`config.mk`:
```
export PLATFORM = sky130hd
export DESIGN_NAME = fetch_ctrl
export DESIGN_NICKNAME = d
export VERILOG_FILES = /design/src/rtl/fetch_pkg.sv /design/src/rtl/sat_counter.sv /design/src/rtl/fetch_ctrl.sv
export SDC_FILE = /design/constraint.sdc
export NUM_CORES = 1
export LEC_CHECK = 0
export BUFFER_PORTS_ARGS = -buffer_cell sky130_fd_sc_hd__buf_2
export CAP_MARGIN = 40
export CORE_UTILIZATION = 52
export CTS_CLUSTER_SIZE = 28
export DETAILED_ROUTE_END_ITERATION = 8
export PLACE_DENSITY = 0.82
export SLEW_MARGIN = 20
export SYNTH_ARGS = -nofsm -noshare
export SYNTH_HDL_FRONTEND = slang
export SYNTH_HIERARCHICAL = 1
export SYNTH_SLANG_ARGS = --single-unit
```
`constraint.sdc`:
```
create_clock -name clk -period 4.63 [get_ports clk]
set_clock_uncertainty 0.15 [all_clocks]
set_input_delay 1.389 -clock clk [delete_from_list [all_inputs] [get_ports clk]]
set_output_delay 1.389 -clock clk [all_outputs]
set_load 0.01 [all_outputs]
```
`src/rtl/fetch_pkg.sv`:
```
// Shared types and constants for the instruction-fetch sequencer.
package fetch_pkg;

    typedef enum logic [1:0] {
        IDLE = 2'd0,
        RUN  = 2'd1,
        HALT = 2'd2
    } fetch_state_t;

    localparam logic [31:0] NOP_INSTR  = 32'h0000_0000;
    localparam logic [1:0]  ALIGN_MASK = 2'b11;

    // A redirect target is usable only when it lands on a word boundary.
    function automatic logic is_misaligned(input logic [31:0] addr);
        return (addr[1:0] & ALIGN_MASK) != 2'b00;
    endfunction

endpackage

```
`src/rtl/sat_counter.sv`:
```
// Up-counter that sticks at all-ones; synchronous active-low clear.
module sat_counter #(
    parameter int WIDTH = 16
) (
    input  logic             clk,
    input  logic             clr_n,
    input  logic             en,
    output logic [WIDTH-1:0] count
);

    localparam logic [WIDTH-1:0] ONE = {{(WIDTH-1){1'b0}}, 1'b1};

    logic [WIDTH-1:0] count_reg;
    logic [WIDTH-1:0] count_next;

    always_comb begin
        count_next = count_reg;
        if (en && (count_reg != {WIDTH{1'b1}})) begin
            count_next = count_reg + ONE;
        end
    end

    always_ff @(posedge clk) begin
        if (!clr_n) begin
            count_reg <= '0;
        end else begin
            count_reg <= count_next;
        end
    end

    assign count = count_reg;

endmodule

```
`src/rtl/fetch_ctrl.sv`:
```
// Instruction-fetch sequencer: owns the PC, loads IF/ID from a same-cycle
// instruction memory and honours halt, redirect and stall commands.
module fetch_ctrl
    import fetch_pkg::*;
#(
    parameter logic [31:0] RESET_PC    = 32'h0000_0000,
    parameter int          IMEM_WORDS  = 256,
    parameter int          STALL_CNT_W = 16
) (
    input  logic                   clk,
    input  logic                   rst_n,
    input  logic                   start,
    input  logic                   halt_req,
    input  logic                   stall,
    input  logic                   redirect,
    input  logic [31:0]            redirect_pc,
    output logic [31:0]            imem_addr,
    input  logic [31:0]            imem_data,
    output logic [31:0]            if_id_instr,
    output logic [31:0]            if_id_pc,
    output logic                   if_id_valid,
    output logic                   running,
    output logic                   halted,
    output logic                   fault,
    output logic [31:0]            fetch_count,
    output logic [STALL_CNT_W-1:0] stall_count
);

    localparam logic [31:0] FETCH_LIMIT = 32'(IMEM_WORDS * 4);

    fetch_state_t state_reg, state_next;
    logic [31:0]  pc_reg, pc_next;
    logic [31:0]  instr_reg, instr_next;
    logic [31:0]  id_pc_reg, id_pc_next;
    logic         valid_reg, valid_next;
    logic         fault_reg, fault_next;
    logic [31:0]  fetch_count_reg, fetch_count_next;
    logic         stall_en;

    // Priority inside RUN: halt, bad redirect, redirect, stall, limit, fetch.
    always_comb begin
        state_next       = state_reg;
        pc_next          = pc_reg;
        instr_next       = instr_reg;
        id_pc_next       = id_pc_reg;
        valid_next       = valid_reg;
        fault_next       = fault_reg;
        fetch_count_next = fetch_count_reg;
        stall_en         = 1'b0;

        case (state_reg)
            IDLE: begin
                if (halt_req) begin
                    state_next = HALT;
                end else if (start) begin
                    state_next = RUN;
                end
            end
            RUN: begin
                if (halt_req) begin
                    state_next = HALT;
                    valid_next = 1'b0;
                end else if (redirect && is_misaligned(redirect_pc)) begin
                    fault_next = 1'b1;
                    state_next = HALT;
                    valid_next = 1'b0;
                end else if (redirect) begin
                    // Squash wins over stall so the bubble is never frozen in place.
                    pc_next    = redirect_pc;
                    instr_next = NOP_INSTR;
                    valid_next = 1'b0;
                end else if (stall) begin
                    stall_en = 1'b1;
                end else if (pc_reg >= FETCH_LIMIT) begin
                    state_next = HALT;
                    valid_next = 1'b0;
                end else begin
                    instr_next       = imem_data;
                    id_pc_next       = pc_reg;
                    valid_next       = 1'b1;
                    pc_next          = pc_reg + 32'd4;
                    fetch_count_next = fetch_count_reg + 32'd1;
                end
            end
            HALT: begin
                valid_next = 1'b0;
            end
            default: begin
                state_next = IDLE;
            end
        endcase
    end

    always_ff @(posedge clk) begin
        if (!rst_n) begin
            state_reg       <= IDLE;
            pc_reg          <= RESET_PC;
            instr_reg       <= NOP_INSTR;
            id_pc_reg       <= 32'h0;
            valid_reg       <= 1'b0;
            fault_reg       <= 1'b0;
            fetch_count_reg <= 32'h0;
        end else begin
            state_reg       <= state_next;
            pc_reg          <= pc_next;
            instr_reg       <= instr_next;
            id_pc_reg       <= id_pc_next;
            valid_reg       <= valid_next;
            fault_reg       <= fault_next;
            fetch_count_reg <= fetch_count_next;
        end
    end

    sat_counter #(
        .WIDTH(STALL_CNT_W)
    ) u_stall_cnt (
        .clk  (clk),
        .clr_n(rst_n),
        .en   (stall_en),
        .count(stall_count)
    );

    assign imem_addr   = pc_reg;
    assign if_id_instr = instr_reg;
    assign if_id_pc    = id_pc_reg;
    assign if_id_valid = valid_reg;
    assign running     = (state_reg == RUN);
    assign halted      = (state_reg == HALT);
    assign fault       = fault_reg;
    assign fetch_count = fetch_count_reg;

endmodule

```
; After elaboration in Yosys (flattened, before gate mapping)
; Index checks and enable logic that the tools add are counted.
[totals]
ff_bits = 148
in_bits = 70
output_inout_bits = 148
wordCells = 63
[op_classes]
n_addsub = 3
n_lt_le_gt_ge = 1
n_eq_ne = 10
mux = 25
bitwise = 6
reduce_logical = 10
[ops]
columns = op, count
row1 = $mux 32, 6
row2 = $add 32x1->32 const B, 1
row3 = $add 32x3->32 const B, 1
row4 = $ge 32x11->1 const B, 1
row5 = $add 16x1->16 const B, 1
row6 = $ne 16x16->1 const B, 1
row7 = $mux 2, 7
row8 = $mux 1, 10
row9 = $reduce_and 5->1, 2
row10 = $ne 4x3->1 const B, 2
row11 = $not 1->1, 6
row12 = $pmux 2 s3, 1
row13 = $reduce_and 6->1, 1
row14 = $ne 5x4->1 const B, 1
row15 = $ne 4x2->1 const B, 1
row16 = $reduce_bool 2->1, 2
row17 = $ne 3x3->1 const B, 1
row18 = $reduce_and 3->1, 1
row19 = $eq 2x1->1 const B, 1
row20 = $eq 2x2->1 const B, 1
row21 = $logic_and 1x1->1, 2
row22 = $logic_not 2->1, 1
row23 = $ne 2x1->1 const B, 1
row24 = $ne 2x2->1 const B, 1
row25 = other kinds (2), 2

; Logic depth before layout (Yosys ltp)
[depth]
word_depth = 7
mapped_depth = 9
mapped_depth_nobuf = 9

; Cells and area by module
; The synthesis kept the hierarchy.
[by_module_without_submodules]
columns = mod, n_inst, cells_each, area_each_um2, seq_area_each_um2
row1 = fetch_ctrl, 1, 663, 5612.9, 2642.5
row2 = sat_counter, 1, 97, 837.1, 320.3

; Least setup slack after synthesis
; Ideal clock, no wire load.
[synth_path]
path_type = input port to flip-flop
from = input port halt_req
to = register fetch_count_reg[7], in the netlist fetch_count[7]
setup_ns = 0.119
t_arrival_ns = 2.819
required_time_ns = 4.361
setup_slack_ns = 1.542
cell_stages = 6
n_path_buf = 1
path_cell_list = nor4b_2 nand3_1 nor2_1 buf_2 nand4_1 mux2i_1
[synth_between]
elab_chain_cells = 2
[synth_lines]
columns = item, line_no
row1 = start: declaration, fetch_ctrl.sv:13  ; input logic halt_req,
row2 = $not 1->1 (no line), -
row3 = $reduce_and 6->1 (no line), -
row4 = end signal: assignment, fetch_ctrl.sv:110  ; fetch_count_reg <= fetch_count_next;
row5 = end: declaration, fetch_ctrl.sv:37  ; logic [31:0] fetch_count_reg, fetch_count_next;
; Every way passes these cells.
; A chain may end at the register's enable or synchronous reset.

; Worst setup path in the final report
[layout_path]
from = input port halt_req
to = register fetch_count_reg[25], in the netlist fetch_count[25]
; Same word-level chain as after synthesis.

==> implementation parameters <==
Parameter                              Value

Outcome
  Result of the run ... complete, no violations

Global routing
  Most congested layer reported by global routing ... met2
  Fraction of met1 tracks used by global routing ... 0.3501
  Global-route wire length before repair ... around 28 mm
  Overflow left after global routing ... 0
  Met2 Usage GRT ... 0.4401
  Via count of the first global-routing pass ... roughly 6000
  Initial antenna violation count ... 1
  Largest net degree at the start of global routing ... 52
  Met3 global-route usage ... 0.06642
  Global-route total usage across every layer ... 0.2745

Clock tree
  CTS Hold Bufs ... 0
  Cts repair resizes ... 0
  Setup fix buffers added after clock tree synthesis ... 0
  Clock sink count ... ~150
  H-tree levels ... 4
  Clock slew seen by the registers of the worst setup and hold paths ... about 0.060 ns
  Number of buffers between clock root and the deepest sink ... 2
  Clock Tree Root ... clkbuf_16
  Clock latency on the worst-skew pair ... 0.42 ns
  Total CTS buffers ... 17
  CTS tree ... done

Worst setup path
  Critical path type ... input port to flop
  Largest fanout on the critical path ... 14
  Cell depth of the worst flop-to-flop path ... 7
  Critical Path Source Type ... input port
  Capture instance of the worst register-to-register path ... fetch_count[25]
  Endpoint class of the critical path ... flop
  Worst R2R Start ... state_reg[1]
  CP Data Required Time ... roughly 4.8 ns
  Worst R2R Setup Slack ... around 1.7 ns
  Data arrival time of the critical path ... around 3.6 ns

Route
  Number of remaining DRC errors ... 0
  Number of iterations in the first detailed-routing pass ... 5
  Overall routed net length ... between 15 and 20 mm
  Number of design-rule violations left by the first detailed-router iteration ... 560
  Number of vias per cell after detailed routing ... roughly 6
  Residual antenna-violating net count after detailed routing ... 0
  Total vias in the final route ... around 6600
  Average detailed-routed wire length per instance ... about 16 microns

Hold path
  Number of instances on the worst hold path ... 2
  Min-Delay Endpoint ... if_id_pc[7]
  Kind of path behind the tightest hold check ... flop to flop
  Start point of the worst hold path ... if_id_pc[7]

Timing
  Worst rel slew slack ... 0.5316
  Smallest hold slack ... a little over 0.3 ns
  Max Transition Viols Final ... 0
  Period utilization ... 0.7441
  Final setup violation count ... 0
  Setup TNS ... 0 ns
  Number of hold-slack violations in the final timing report ... 0
  Setup repair after global routing missed its margin ... false
  Transition time at the pin with the least slew margin ... roughly 0.7 ns
  Highest achievable clock rate ... 0.2903 GHz
  Shortest clock period the worst path allows after layout ... roughly 3.4 ns

Cells and area
  Proportion of layout cells with a drive suffix above 1 ... 0.2856
  Post-route design area ... around 0.0082 sq mm
  Final-layout fill cell count ... about 1100
  Signed area change from the synthesized netlist to the final layout ... 27.64%
  Number of non-filler instances in the completed layout ... approximately 1100
  Nets@finish ... between 1000 and 1500

Placement
  Port Buf Inserts ... 217
  Final HPWL from detailed placement ... approximately 12 mm
  Global placement routability congestion ... between 0.8 and 0.9
  Total placed cells including tap cells ... approximately 1100
  Placed Area ... 0.007635 sq mm

Floorplan
  Die Ht ... between 100 and 150 microns
  Floorplan core area ... about 0.012 sq mm
  I/O pin total ... 218
  Die area ... around 0.013 sq mm
  Site row count ... 40
  Initial cell density of the core ... 0.5348
  Die X ... about 110 microns

Power
  Share of total power in sequential cells ... 0.451
  Total Power ... roughly 2.9 mW
  Cell internal pwr ... roughly 2.2 mW
  Sw Pwr ... 0.7150 mW
  Static leakage ... 3.459 nW
  Combinational power share ... 0.074
  Proportion of power drawn by the clock network ... 0.475
  Switching power as a share of total power ... 0.2469
  Total power per unit cell area ... 351.7 mW/mm^2
  Highest ir drop seen on vdd ... 0.3024 mV

Flow run
  Max cap viols ... 0

Synthesis
  Synthesized area per cell ... 8.487 sq um
  Number of warnings printed during yosys synthesis ... 6
  Largest area contributor in the netlist ... dfxtp_1
  Number of distinct library cell variants in the gate-level netlist after synthesis ... 65
  Most common cell in the synthesized netlist ... dfxtp_1
  Number of enable-type register cells in the synthesized netlist ... 0
  Syn_nets ... 837
  Area fraction of the dominant cell type after synthesis ... 0.4594
  Synth cell count leaders ... 148 x dfxtp_1, 93 x nand3_1, 91 x a21oi_1
  Synthesized instance count ... 760
  Share of the yosys chip area belonging to registers ... 0.4594
  Fraction of synthesis flops using an asynchronous set or reset pin ... 0
  Post-Synthesis Cell Area ... 0.006450 sq mm
  Main synth FF type ... dfxtp_1
  Top cells by area in the synthesized netlist ... dfxtp_1 46%, nand3_1 7.2%, a21oi_1 7.1%
  Yosys reg bits ... 148
==> area by class of cell <==
type                            instances  area (sq um)  area share
Multi-Input combinational cell        545          3217      0.3907
Antenna cell                            1         2.502   0.0003040
Inverter                               17         63.81    0.007751
Timing Repair Buffer                  228          1181      0.1435
Clock inverter                         15         170.2     0.02067
Sequential cell                       148          2963      0.3599
Clock buffer                           17         425.4     0.05167
Tap cell                              168         210.2     0.02553
==> layer usage <==
layer | up-vias | share of wire
met2 | 245 | 0.47
met1 | 3118 | 0.44
li1 | 3231 | -
met5 | - | 0
met4 | 0 | 0.031
met3 | 48 | 0.061
==> worst max-delay path by stage <==
stage               slack [ns]         endpoint  depth (start not counted)  startpoint
floorplan                 1.54   fetch_count[7]                          6    halt_req
global placement          0.89    imem_addr[22]                          6    halt_req
detailed placement        0.80    imem_addr[30]                          6    halt_req
CTS                       1.24  fetch_count[25]                          6    halt_req
global route              0.94    imem_addr[29]                          6    halt_req
finish                    1.18  fetch_count[25]                          6    halt_req
==> critical path: stages <==
cell	delay, ns
buf_2	0.13
nor4b_2	0.53
nand4_1	0.57
buf_4	0.37
or4_1	0.47
a21oi_1	0.16
==> stage by stage <==
step / setup slack [ns] / utilization
after floorplan: 1.542 / -
after CTS: 1.235 / 0.6824
after global placement: 0.8923 / 0.6324
after global routing: 0.9372 / 0.6826
after detailed placement: 0.7951 / 0.6330
final: 1.185 / 0.6826
==> logic make-up (layout without fill, tap and decap cells) <==
| group | after synthesis | after routing | synth area share |
|---|---|---|---|
| AND/OR/NAND/NOR | 335 | 335 | 0.2840 |
| AO/OA/AOI/OAI | 189 | 189 | 0.1781 |
| flip-flops | 148 | 148 | 0.4594 |
| buffers and inverters | 67 | 277 | 0.04461 |
| adder cells (fa/ha/maj) | 7 | 7 | 0.01358 |
| XOR/XNOR | 7 | 7 | 0.009506 |
| multiplexers | 7 | 7 | 0.01086 |
| other | 0 | 1 | 0 |
==> cell usage in the layout, fill, tap and decap left out, types with 7 or more instances in the layout <==
cell type / synthesis / routed
a21oi_1: 91 / 91
a22oi_1: 9 / 9
and3_1: 26 / 26
and4_1: 11 / 11
buf_2: 4 / 217
buf_4: 3 / 10
clkbuf_16: 0 / 17
dfxtp_1: 148 / 148
ha_1: 7 / 7
inv_1: 15 / 15
mux2i_1: 7 / 7
nand2_1: 80 / 80
nand3_1: 93 / 91
nand4_1: 16 / 16
nor2_1: 25 / 24
nor3_1: 12 / 12
nor4_1: 11 / 11
o21ai_0: 30 / 30
o31ai_1: 24 / 24
or3_1: 11 / 11
or4_1: 25 / 25
==> power groups by stage <==
stage	combinational (mW)	sequential, mW	clock (mW)
finish	0.213	1.31	1.38
global route	0.233	1.31	1.45
CTS	0.213	1.31	1.39
detailed placement	0.212	1.33	0
global placement	0.209	1.33	0
floorplan	0.125	1.34	0
No activity file was read; power rests on OpenSTA's default activity.
